**src/rtl/core_pkg.sv**
```systemverilog
// core_pkg: shared core-wide constants and types.
//   PREGS        - number of physical registers
//   COMMIT_WIDTH - instructions retired per cycle
//   phys_tag_t   - physical register tag (fixed 6 bits)
package core_pkg;
    localparam int PREGS        = 48;
    localparam int COMMIT_WIDTH = 2;
    localparam int TAG_W        = 6;

    typedef logic [TAG_W-1:0] phys_tag_t;
endpackage

```
**src/rtl/free_release_queue_if.sv**
```systemverilog
// free_release_queue_if: commit-side bundle between ROB retire logic and the
// free-release queue, plus the release port towards the free list.
//   master : retire side (drives commit_*; observes ready/free/status)
//   slave  : the queue itself
interface free_release_queue_if #(
    parameter int DEPTH = 16
);
    import core_pkg::*;

    localparam int CW = $clog2(DEPTH) + 1;

    logic [COMMIT_WIDTH-1:0] commit_valid;
    logic [COMMIT_WIDTH-1:0] commit_has_dest;
    phys_tag_t [COMMIT_WIDTH-1:0] commit_old_phys;
    logic                    commit_ready;
    logic                    free_en;
    phys_tag_t               free_phys;
    logic [CW-1:0]           occupancy;
    logic                    drop_err;

    modport master (
        output commit_valid, commit_has_dest, commit_old_phys,
        input  commit_ready, free_en, free_phys, occupancy, drop_err
    );

    modport slave (
        input  commit_valid, commit_has_dest, commit_old_phys,
        output commit_ready, free_en, free_phys, occupancy, drop_err
    );
endinterface

```
**src/rtl/frq_fifo.sv**
```systemverilog
// frq_fifo: circular buffer with two write ports and one read port.
// Ports:
//   clk, reset   - clock, synchronous active-high reset (clears pointers/count)
//   wr_en[1:0]   - write strobes; port 0 is written ahead of port 1
//   wr_data0/1   - write data for each port
//   pop          - advance head (caller guarantees count>0)
//   head_data    - element at head (combinational read)
//   count        - number of stored elements
// The caller guarantees enough free space for the writes it requests.
module frq_fifo #(
    parameter int  DEPTH = 16,
    parameter type T     = logic [5:0]
) (
    input  logic                    clk,
    input  logic                    reset,
    input  logic [1:0]              wr_en,
    input  T                        wr_data0,
    input  T                        wr_data1,
    input  logic                    pop,
    output T                        head_data,
    output logic [$clog2(DEPTH):0]  count
);
    localparam int AW = $clog2(DEPTH);

    T mem [DEPTH];

    logic [AW-1:0] head_reg, head_next;
    logic [AW-1:0] tail_reg, tail_next;
    logic [AW:0]   count_reg, count_next;
    logic [AW-1:0] wr_idx1;
    logic [AW:0]   n_writes;

    // Port 1 lands right behind port 0 only when port 0 actually writes,
    // so a lone slot-1 write still goes to the current tail.
    assign wr_idx1   = wr_en[0] ? tail_reg + AW'(1) : tail_reg;
    assign n_writes  = (AW+1)'(wr_en[0]) + (AW+1)'(wr_en[1]);
    assign tail_next = tail_reg + AW'(n_writes);
    assign head_next = pop ? head_reg + AW'(1) : head_reg;
    assign count_next = count_reg + n_writes - (AW+1)'(pop);

    always_ff @(posedge clk) begin
        if (wr_en[0]) mem[tail_reg] <= wr_data0;
        if (wr_en[1]) mem[wr_idx1]  <= wr_data1;
    end

    always_ff @(posedge clk) begin
        if (reset) begin
            head_reg  <= '0;
            tail_reg  <= '0;
            count_reg <= '0;
        end else begin
            head_reg  <= head_next;
            tail_reg  <= tail_next;
            count_reg <= count_next;
        end
    end

    assign head_data = mem[head_reg];
    assign count     = count_reg;
endmodule

```
**src/rtl/free_release_queue.sv**
```systemverilog
// free_release_queue: buffers superseded physical tags from up to two retiring
// instructions per cycle and releases one per cycle to the free list.
// Ports:
//   clk, reset - clock, synchronous active-high reset
//   bus        - free_release_queue_if.slave:
//                commit_valid/has_dest/old_phys in, commit_ready out,
//                free_en/free_phys (registered release), occupancy, drop_err
// Build option: define FREE_DUP_CHECK_EN to track a pending mask and refuse
// duplicate tags (dropped tags set drop_err).
module free_release_queue
    import core_pkg::*;
#(
    parameter int PHYS_REGS = PREGS,
    parameter int DEPTH     = 16,
    parameter int ZERO_PREG = 31
) (
    input  logic                  clk,
    input  logic                  reset,
    free_release_queue_if.slave   bus
);
    localparam int CW = $clog2(DEPTH) + 1;
    localparam logic [TAG_W:0] PREGS_LIM = (TAG_W+1)'(PHYS_REGS);
    localparam phys_tag_t      ZERO_TAG  = phys_tag_t'(ZERO_PREG);

    logic [CW-1:0]           count;
    logic                    commit_ready;
    logic [COMMIT_WIDTH-1:0] qual;
    logic [COMMIT_WIDTH-1:0] dup;
    logic [COMMIT_WIDTH-1:0] accept;
    phys_tag_t               head_tag;
    logic                    pop;

    logic      free_en_reg;
    phys_tag_t free_phys_reg;
    logic      drop_err_reg, drop_err_next;

    assign commit_ready = (CW'(DEPTH) - count) >= CW'(2);
    assign pop          = (count != '0);

    for (genvar gi = 0; gi < COMMIT_WIDTH; gi++) begin : g_slot
        // XZR's tag and tags beyond the register file are silently ignored.
        assign qual[gi] = bus.commit_valid[gi] & bus.commit_has_dest[gi]
                        & (bus.commit_old_phys[gi] != ZERO_TAG)
                        & ({1'b0, bus.commit_old_phys[gi]} < PREGS_LIM);
        assign accept[gi] = qual[gi] & commit_ready & ~dup[gi];
    end

`ifdef FREE_DUP_CHECK_EN
    logic [PHYS_REGS-1:0] pending_reg, pending_next;

    // Slot 1 also loses against a qualifying slot 0 carrying the same tag.
    always_comb begin
        dup    = '0;
        dup[0] = pending_reg[bus.commit_old_phys[0]];
        dup[1] = pending_reg[bus.commit_old_phys[1]]
               | (qual[0] & (bus.commit_old_phys[0] == bus.commit_old_phys[1]));
    end

    // An accepted tag is never pending, so it can never be the tag being
    // popped this cycle; clear-then-set order is therefore conflict-free.
    always_comb begin
        pending_next = pending_reg;
        if (pop) pending_next[head_tag] = 1'b0;
        for (int i = 0; i < COMMIT_WIDTH; i++) begin
            if (accept[i]) pending_next[bus.commit_old_phys[i]] = 1'b1;
        end
    end

    always_ff @(posedge clk) begin
        if (reset) pending_reg <= '0;
        else       pending_reg <= pending_next;
    end

    assign drop_err_next = drop_err_reg
                         | ((|bus.commit_valid) & ~commit_ready)
                         | (|(qual & dup));
`else
    assign dup           = '0;
    assign drop_err_next = drop_err_reg | ((|bus.commit_valid) & ~commit_ready);
`endif

    frq_fifo #(
        .DEPTH (DEPTH),
        .T     (phys_tag_t)
    ) u_fifo (
        .clk       (clk),
        .reset     (reset),
        .wr_en     (accept),
        .wr_data0  (bus.commit_old_phys[0]),
        .wr_data1  (bus.commit_old_phys[1]),
        .pop       (pop),
        .head_data (head_tag),
        .count     (count)
    );

    // Release register: the popped tag becomes visible the cycle after the pop.
    // free_phys keeps its last value while the queue is empty.
    always_ff @(posedge clk) begin
        if (reset) begin
            free_en_reg   <= 1'b0;
            free_phys_reg <= '0;
            drop_err_reg  <= 1'b0;
        end else begin
            free_en_reg  <= pop;
            if (pop) free_phys_reg <= head_tag;
            drop_err_reg <= drop_err_next;
        end
    end

    assign bus.commit_ready = commit_ready;
    assign bus.free_en      = free_en_reg;
    assign bus.free_phys    = free_phys_reg;
    assign bus.occupancy    = count;
    assign bus.drop_err     = drop_err_reg;
endmodule
```
**src/flat_wrapper.sv**
```systemverilog
// flat-port wrapper written by rule: the top's interface ports become plain ports
module free_release_queue_flat import core_pkg::*;
#(
    parameter int PHYS_REGS = PREGS,
    parameter int DEPTH     = 16,
    parameter int ZERO_PREG = 31
)
  (clk, reset, bus_commit_valid, bus_commit_has_dest, bus_commit_old_phys, bus_commit_ready, bus_free_en, bus_free_phys, bus_occupancy, bus_drop_err);
  free_release_queue_if #(.DEPTH(DEPTH)) bus_i ();
  input  logic clk;
  input  logic reset;
  input wire logic [$bits(bus_i.commit_valid)-1:0] bus_commit_valid;
  input wire logic [$bits(bus_i.commit_has_dest)-1:0] bus_commit_has_dest;
  input wire logic [$bits(bus_i.commit_old_phys)-1:0] bus_commit_old_phys;
  output wire logic [$bits(bus_i.commit_ready)-1:0] bus_commit_ready;
  output wire logic [$bits(bus_i.free_en)-1:0] bus_free_en;
  output wire logic [$bits(bus_i.free_phys)-1:0] bus_free_phys;
  output wire logic [$bits(bus_i.occupancy)-1:0] bus_occupancy;
  output wire logic [$bits(bus_i.drop_err)-1:0] bus_drop_err;
  assign bus_i.commit_valid = bus_commit_valid;
  assign bus_i.commit_has_dest = bus_commit_has_dest;
  assign bus_i.commit_old_phys = bus_commit_old_phys;
  assign bus_commit_ready = bus_i.commit_ready;
  assign bus_free_en = bus_i.free_en;
  assign bus_free_phys = bus_i.free_phys;
  assign bus_occupancy = bus_i.occupancy;
  assign bus_drop_err = bus_i.drop_err;
  free_release_queue #(.PHYS_REGS(PHYS_REGS), .DEPTH(DEPTH), .ZERO_PREG(ZERO_PREG)) u_core (.clk(clk), .reset(reset), .bus(bus_i));
endmodule
```
**config.mk**
```make
export PLATFORM = sky130hd
export DESIGN_NAME = free_release_queue_flat
export DESIGN_NICKNAME = d
export VERILOG_FILES = /design/src/rtl/core_pkg.sv /design/src/rtl/free_release_queue_if.sv /design/src/rtl/frq_fifo.sv /design/src/rtl/free_release_queue.sv /design/src/flat_wrapper.sv
export SDC_FILE = /design/constraint.sdc
export NUM_CORES = 1
export LEC_CHECK = 0
export ABC_AREA = 1
export BUFFER_PORTS_ARGS = -buffer_cell sky130_fd_sc_hd__buf_2
export CORE_MARGIN = 5
export CORE_UTILIZATION = 55
export DETAILED_ROUTE_END_ITERATION = 10
export GPL_TIMING_DRIVEN = 0
export PLACE_DENSITY = 0.79
export REMOVE_ABC_BUFFERS = 1
export SETUP_SLACK_MARGIN = 0.4
export SLEW_MARGIN = 20
export SYNTH_ARGS = -nofsm -noshare
export SYNTH_HDL_FRONTEND = slang
export SYNTH_SLANG_ARGS = --single-unit
export TNS_END_PERCENT = 50
```
**constraint.sdc**
```tcl
create_clock -name clk -period 3.2 [get_ports clk]
set_clock_uncertainty 0.1 [all_clocks]
set_input_delay 0 -clock clk [delete_from_list [all_inputs] [get_ports clk]]
set_output_delay 0 -clock clk [all_outputs]
set_load 0.01 [all_outputs]
```
**Word level (Yosys, flattened, before mapping)**

Memory sizes are Yosys's and may differ from the RTL's. A register that Yosys moved wholly into a read port is not among the register bits.
Cells that the tools add are included.

- Flip-flop bits (word level): 15
- Bits in writable memories: 96
- Input bits: 18
- Word-level logic and storage cells: 36
- Memories: 1
- Output and inout port bits: 14

Memory list:

| memory | depth | width | read ports | clocked after memory_dff | write ports | RTL line | RTL |
|---|---|---|---|---|---|---|---|
| u_core.u_fifo.mem | 16 | 6 | 1 | 1 | 2 | frq_fifo.sv:25 | `T mem [DEPTH];` |

- $lt $le $gt $ge: 3
- Reduce and logical (&&, ||, !) cells: 2
- Mux-type cells: 5
- Equality and inequality tests: 2
- Bitwise logic cells: 11
- Add/subtract/negate cells: 7

Operators with widths:

| cell | number |
|---|---|
| 6-bit < comparator, second input constant | 2 |
| 6-bit by 5-bit != test with 1-bit output, second input constant | 2 |
| 1-bit bitwise AND | 9 |
| 4-bit by 1-bit adder with 4-bit output, second input constant | 2 |
| 5-bit by 2-bit adder with 5-bit output | 1 |
| 5-bit by 2-bit >= comparator with 1-bit output, second input constant | 1 |
| 5-bit nonzero test | 1 |
| 5-bit by 1-bit subtractor with 5-bit output | 1 |
| 5-bit subtractor, first input constant | 1 |
| 4-bit by 2-bit adder with 4-bit output | 1 |
| 1-bit two-way mux | 4 |
| 4-bit two-way mux | 1 |
| 1-bit by 1-bit adder with 2-bit output | 1 |
| 2-bit OR reduction | 1 |
| 1-bit inverter | 1 |
| 1-bit OR | 1 |

**Longest topological paths before layout**

- Depth after elaboration: 7
- Depth in mapped cells: 21
- Depth with buffers taken out: 21

**Cells and area by module**

From an unflattened synthesis, not the netlist that was laid out.

- Cells, all modules: 929
- Area, all modules: 7350.8 um^2

Modules (own cells, without submodules):

| module | area an instance (um^2) | instances | cells an instance |
|---|---|---|---|
| frq_fifo | 6900.4 | 1 | 859 |
| free_release_queue | 450.4 | 1 | 70 |

**Worst setup path after synthesis**

Ideal clock, no wire load.

- Path kind: reg2reg
- Start: reg u_core.u_fifo.count_reg[1] (netlist: u_core.u_fifo.count[1])
- End: reg u_core.u_fifo.count_reg[4] (netlist: u_core.u_fifo.count[4])
- Cell stages (with the launch flop): 22
- Slack: -0.310 ns
- Setup time: 0.128 ns
- Arrival: 3.282 ns
- Period minus slack after synthesis: 3.510 ns
- Cell sequence: dfxtp_1 -> inv_1 -> ha_1 -> nand2_1 -> inv_1 -> ha_1 -> nand3_1 -> nor2_2 -> nand3_4 -> nand2_4 -> inv_1 -> ha_1 -> inv_1 -> ha_1 -> inv_1 -> ha_1 -> inv_1 -> fa_1 -> nor3_1 -> a211oi_1 -> o21ai_0 -> a21oi_1

- Longest elaborated chain between the ends: 6
- Elaborated cells on any way between the ends: 8
- Classes of those cells: add/sub: 4; order compare: 1; bitwise: 2; reduce/logical: 1

RTL lines:

| what | RTL line | RTL |
|---|---|---|
| from (decl) | frq_fifo.sv:29 | `logic [AW:0] count_reg, count_next;` |
| from (signal assigned) | frq_fifo.sv:54 | `count_reg <= count_next;` |
| 5-bit subtractor * | free_release_queue.sv:37 | `assign commit_ready = (CW'(DEPTH) - count) >= CW'(2);` |
| 5-bit by 2-bit >= comparator with 1-bit output * | free_release_queue.sv:37 |  |
| via bus_commit_ready | flat_wrapper.sv:15 | `output wire logic [$bits(bus_i.commit_ready)-1:0] bus_commit_ready;` |
| 1-bit bitwise AND | free_release_queue.sv:45 | `assign accept[gi] = qual[gi] & commit_ready & ~dup[gi];` |
| 1-bit by 1-bit adder with 2-bit output * | frq_fifo.sv:36 | `assign n_writes = (AW+1)'(wr_en[0]) + (AW+1)'(wr_en[1]);` |
| 5-bit by 2-bit adder with 5-bit output * | frq_fifo.sv:39 | `assign count_next = count_reg + n_writes - (AW+1)'(pop);` |
| 5-bit by 1-bit subtractor with 5-bit output * | frq_fifo.sv:39 |  |

The timed path passes the listed nets; every way through them passes the cells marked *.
A chain may end at the register's enable or synchronous reset.

**Final worst setup path**

- Start: reg u_core.u_fifo.count_reg[2] (netlist: u_core.u_fifo.count[2])
- End: reg u_core.u_fifo.count_reg[3] (netlist: u_core.u_fifo.count[3])

- Longest elaborated chain between the ends: 6
- Elaborated cells on any way between the ends: 8
- Classes of those cells: add/sub: 4; order compare: 1; bitwise: 2; reduce/logical: 1

RTL lines:

| what | RTL line |
|---|---|
| 5-bit subtractor | free_release_queue.sv:37 |
| 5-bit by 2-bit >= comparator with 1-bit output | free_release_queue.sv:37 |
| 1-bit bitwise AND | free_release_queue.sv:45 |
| 1-bit by 1-bit adder with 2-bit output | frq_fifo.sv:36 |
| 5-bit by 2-bit adder with 5-bit output | frq_fifo.sv:39 |
| 5-bit by 1-bit subtractor with 5-bit output * | frq_fifo.sv:39 |

Every way passes the cells marked *; elsewhere a longest branch is shown, timed or not.

==> run metrics <==
DR vias=slightly above 7000; drt pass-1 iters=7; most frequent CP cell=ha_4; Yosys Warn Count=0; remaining global-route overflow=0; Seq/Total Area, Yosys=47.9%; FP Rows=a little over 40; nets@finish=960; Syn Area/Cell=around 8.3 um^2; status=finished with violations; fillers=700; crit path to=u_core.u_fifo.count[3]$_SDFF_PP0_; Worst Path Required=about 3.5 ns; CP startpoint=u_core.u_fifo.count[2]$_SDFF_PP0_; r2r setup slk=-0.11 ns; dpl hpwl=between 10000 and 15000 um; VDD IR-drop max=around 0.00043 V; Final Worst Setup Slack=-0.107 ns; vias in the first global route=6213; Synth area leader=edfxtp_1; Yosys top cell area share=between 40% and 50%; Slowest-stage cell, CP=dfxtp_2; final core occ=around three quarters; RR Endpoint=u_core.u_fifo.count[3]$_SDFF_PP0_; first-pass GRT wire length=between 30000 and 40000 um; max cap viols=0; Reg2Reg Depth=22; CP arrival=roughly 3.6 ns; core area=~12000 um^2; most frequent cells in the layout=nand2_1, edfxtp_1, nand3_1; DRC=0; fmax=just over 300 MHz; Synth cell types=31; Post-Synthesis Cells=roughly 830; Die Ht=between 100 and 150 um; Synth-to-Final Area Change=36.9%; final setup TNS=-0.166 ns; initial antenna violation count=0; routability cong.=0.835; Slew HR=between 20 and 30%; input/output buffers=31; final slew viol count=0; fraction of layout cells with a size suffix above 1=between 30 and 40%; WL/cell=about 24 um; post-route ant nets=0; Syn Std Cell Area=about 6900 um^2; RSZ-0062 raised after global routing=yes; violated checks=negative setup slack; number of synthesized register bits=117; die width=roughly 120 um; CP Launch Type=register; min Tclk post-route=roughly 3.3 ns; Worst Hold Class=input port to register; Switch Pwr=2800 uW; vias per cell=about 6.6; initial drt markers=roughly 1400; Clock transition at path regs=0.06 ns; TritonCTS Sinks=roughly 120; clock share of power=between 20 and 30%; critical-path cell list=inv_2 > ha_2 > nand2_2 > inv_2 > ha_4 > nand3_4 > nor2_4 > nand3_4 > nand2_4 > clkinvlp_4 > ha_4 > inv_4 > ha_4 > inv_4 > ha_4 > buf_4 > buf_6 > a21oi_2 > nor2_1 > nor2_2 > o21ai_1 > a21oi_1; die footprint=around 15000 um^2; Worst Tran Pin Value=1.07 ns; combinational share of power=43.3%; Num CTS Buffers=17; clk buf depth=2; hold_sp=bus_commit_old_phys[2]; Initial Util=between 50% and 60%; reg-to-reg startpoint=u_core.u_fifo.count[2]$_SDFF_PP0_; fin crit share=103%; Final Hold Viols=0; worst skew pair latency=between 0.4 and 0.5 ns; Tot GR Track Use=29.8%; max reg flops=between 90 and 100; Crit. End Element=register; CP peak stage delay=~0.36 ns; I/O pins=32; H-tree lvl count=4; switch share=40.5%; CTS tree=done; ANT cells=0; PwrDens=roughly 730 nW/um^2; commonest non-fill, non-tap cell in the layout=nand2_1; root buffer cell=clkbuf_16; final wirelength=26100 um; P_int=roughly 4100 uW; critical path class=register to register; leakage=about 0.0040 uW; sequential power share=around 29%; largest net degree at the start of global routing=50; Final Setup Violations=2; synth top area cells=edfxtp_1, nand2_1, nand3_1, dfxtp_1, nor2_1; CP max FO=3
==> cells by family (layout without fill, tap and decap cells) <==
kind of cell	Yosys count	count (layout)	synth area share [%]
and+or+nand+nor	473	481	31.6
DFF	117	117	47.9
buffers and inverters	114	209	7.24
AOI/OAI and AO/OA	104	104	8.91
adders and majority gates	20	20	3.85
xor gates and xnor gates	4	4	0.508
==> cell usage after synthesis (all sizes together) <==
| cell type | number |
|---|---|
| inv | 52 |
| clkbuf | 33 |
| o221ai | 24 |
| a211oi | 1 |
| nand4 | 1 |
| fa | 2 |
| a21oi | 8 |
| dfxtp | 21 |
| buf | 29 |
| nor3 | 4 |
| xnor2 | 1 |
| a31oi | 1 |
| nor2 | 87 |
| o21ai | 70 |
| nand3b | 1 |
| xor2 | 3 |
| nand3 | 129 |
| ha | 18 |
| edfxtp | 96 |
| nand2 | 251 |
==> through the flow <==
step	hold slack, ns	setup slack (ns)	instances	power, uW	cell area, um^2
after global placement	0.194	-0.550	973	3680	6960
final	0.0472	-0.107	1107	6920	9440
after global routing	0.0607	-0.236	1107	7160	9440
after detailed placement	0.203	-0.618	974	3760	6990
after CTS	0.0342	0.0221	1060	6120	8320
after floorplan	-0.0333	-0.310	770	3160	6590
==> final cells by class <==
type	instances	area, um^2	share of cell area, %
clock buffers	24	544	5.76
clock inverters	8	58.8	0.623
inverters	52	224	2.37
multi-input cells	609	4030	42.7
flip-flops and latches	117	3310	35.0
well taps	172	215	2.28
repair buffers	123	1050	11.1
repair inverters	2	12.5	0.132
==> how the worst min path moves through the flow <==
stage                                        end  slack (ns)  depth (start not counted)
2_1_floorplan      u_core.bus.free_en$_SDFF_PP0_       -0.03                          1
3_3_place_gp      u_core.bus.drop_err$_SDFF_PP0_        0.19                          3
3_5_place_dp      u_core.bus.drop_err$_SDFF_PP0_        0.20                          3
4_1_cts        u_core.u_fifo.mem[0][2]$_DFFE_PP_        0.03                          3
5_1_grt        u_core.u_fifo.mem[0][2]$_DFFE_PP_        0.06                          3
6_report       u_core.u_fifo.mem[0][2]$_DFFE_PP_        0.05                          3
==> power by group through the flow <==
stage / Combinational, uW / Sequential (uW) / Clock, uW
CTS: 2270 / 1960 / 1890
global route: 3160 / 2010 / 1990
finish: 2990 / 1990 / 1930
global placement: 1660 / 2020 / 0
detailed placement: 1770 / 2000 / 0
floorplan: 1160 / 2000 / 0
==> critical path: cells and delay by family (launching register included) <==
kind,cells,cell delay (ns)
buffers and inverters,7,0.50
AO/OA/AOI/OAI,3,0.39
AND/OR/NAND/NOR,7,0.74
flip-flops,1,0.36
adder cells (fa/ha/maj),5,1.14
==> per-layer routing <==
layer / GRT usage, % / vias up / share of wire (%)
met1: 36.7 / 3294 / 32
li1: - / 3017 / -
met2: 46.7 / 727 / 45
met5: 0 / - / 0
met3: 7.66 / 239 / 14
met4: 18.8 / 0 / 8.6
==> timing repair <==
item	CTS	global route
setup buffers	43	44
cloned	7	3
pin swaps	30	99
hold buffers	4	0
gates resized for setup	67	159
endpoints found under the hold margin	15	0
endpoints found under the setup margin	200	199
Power figures use the tool's default switching activity.
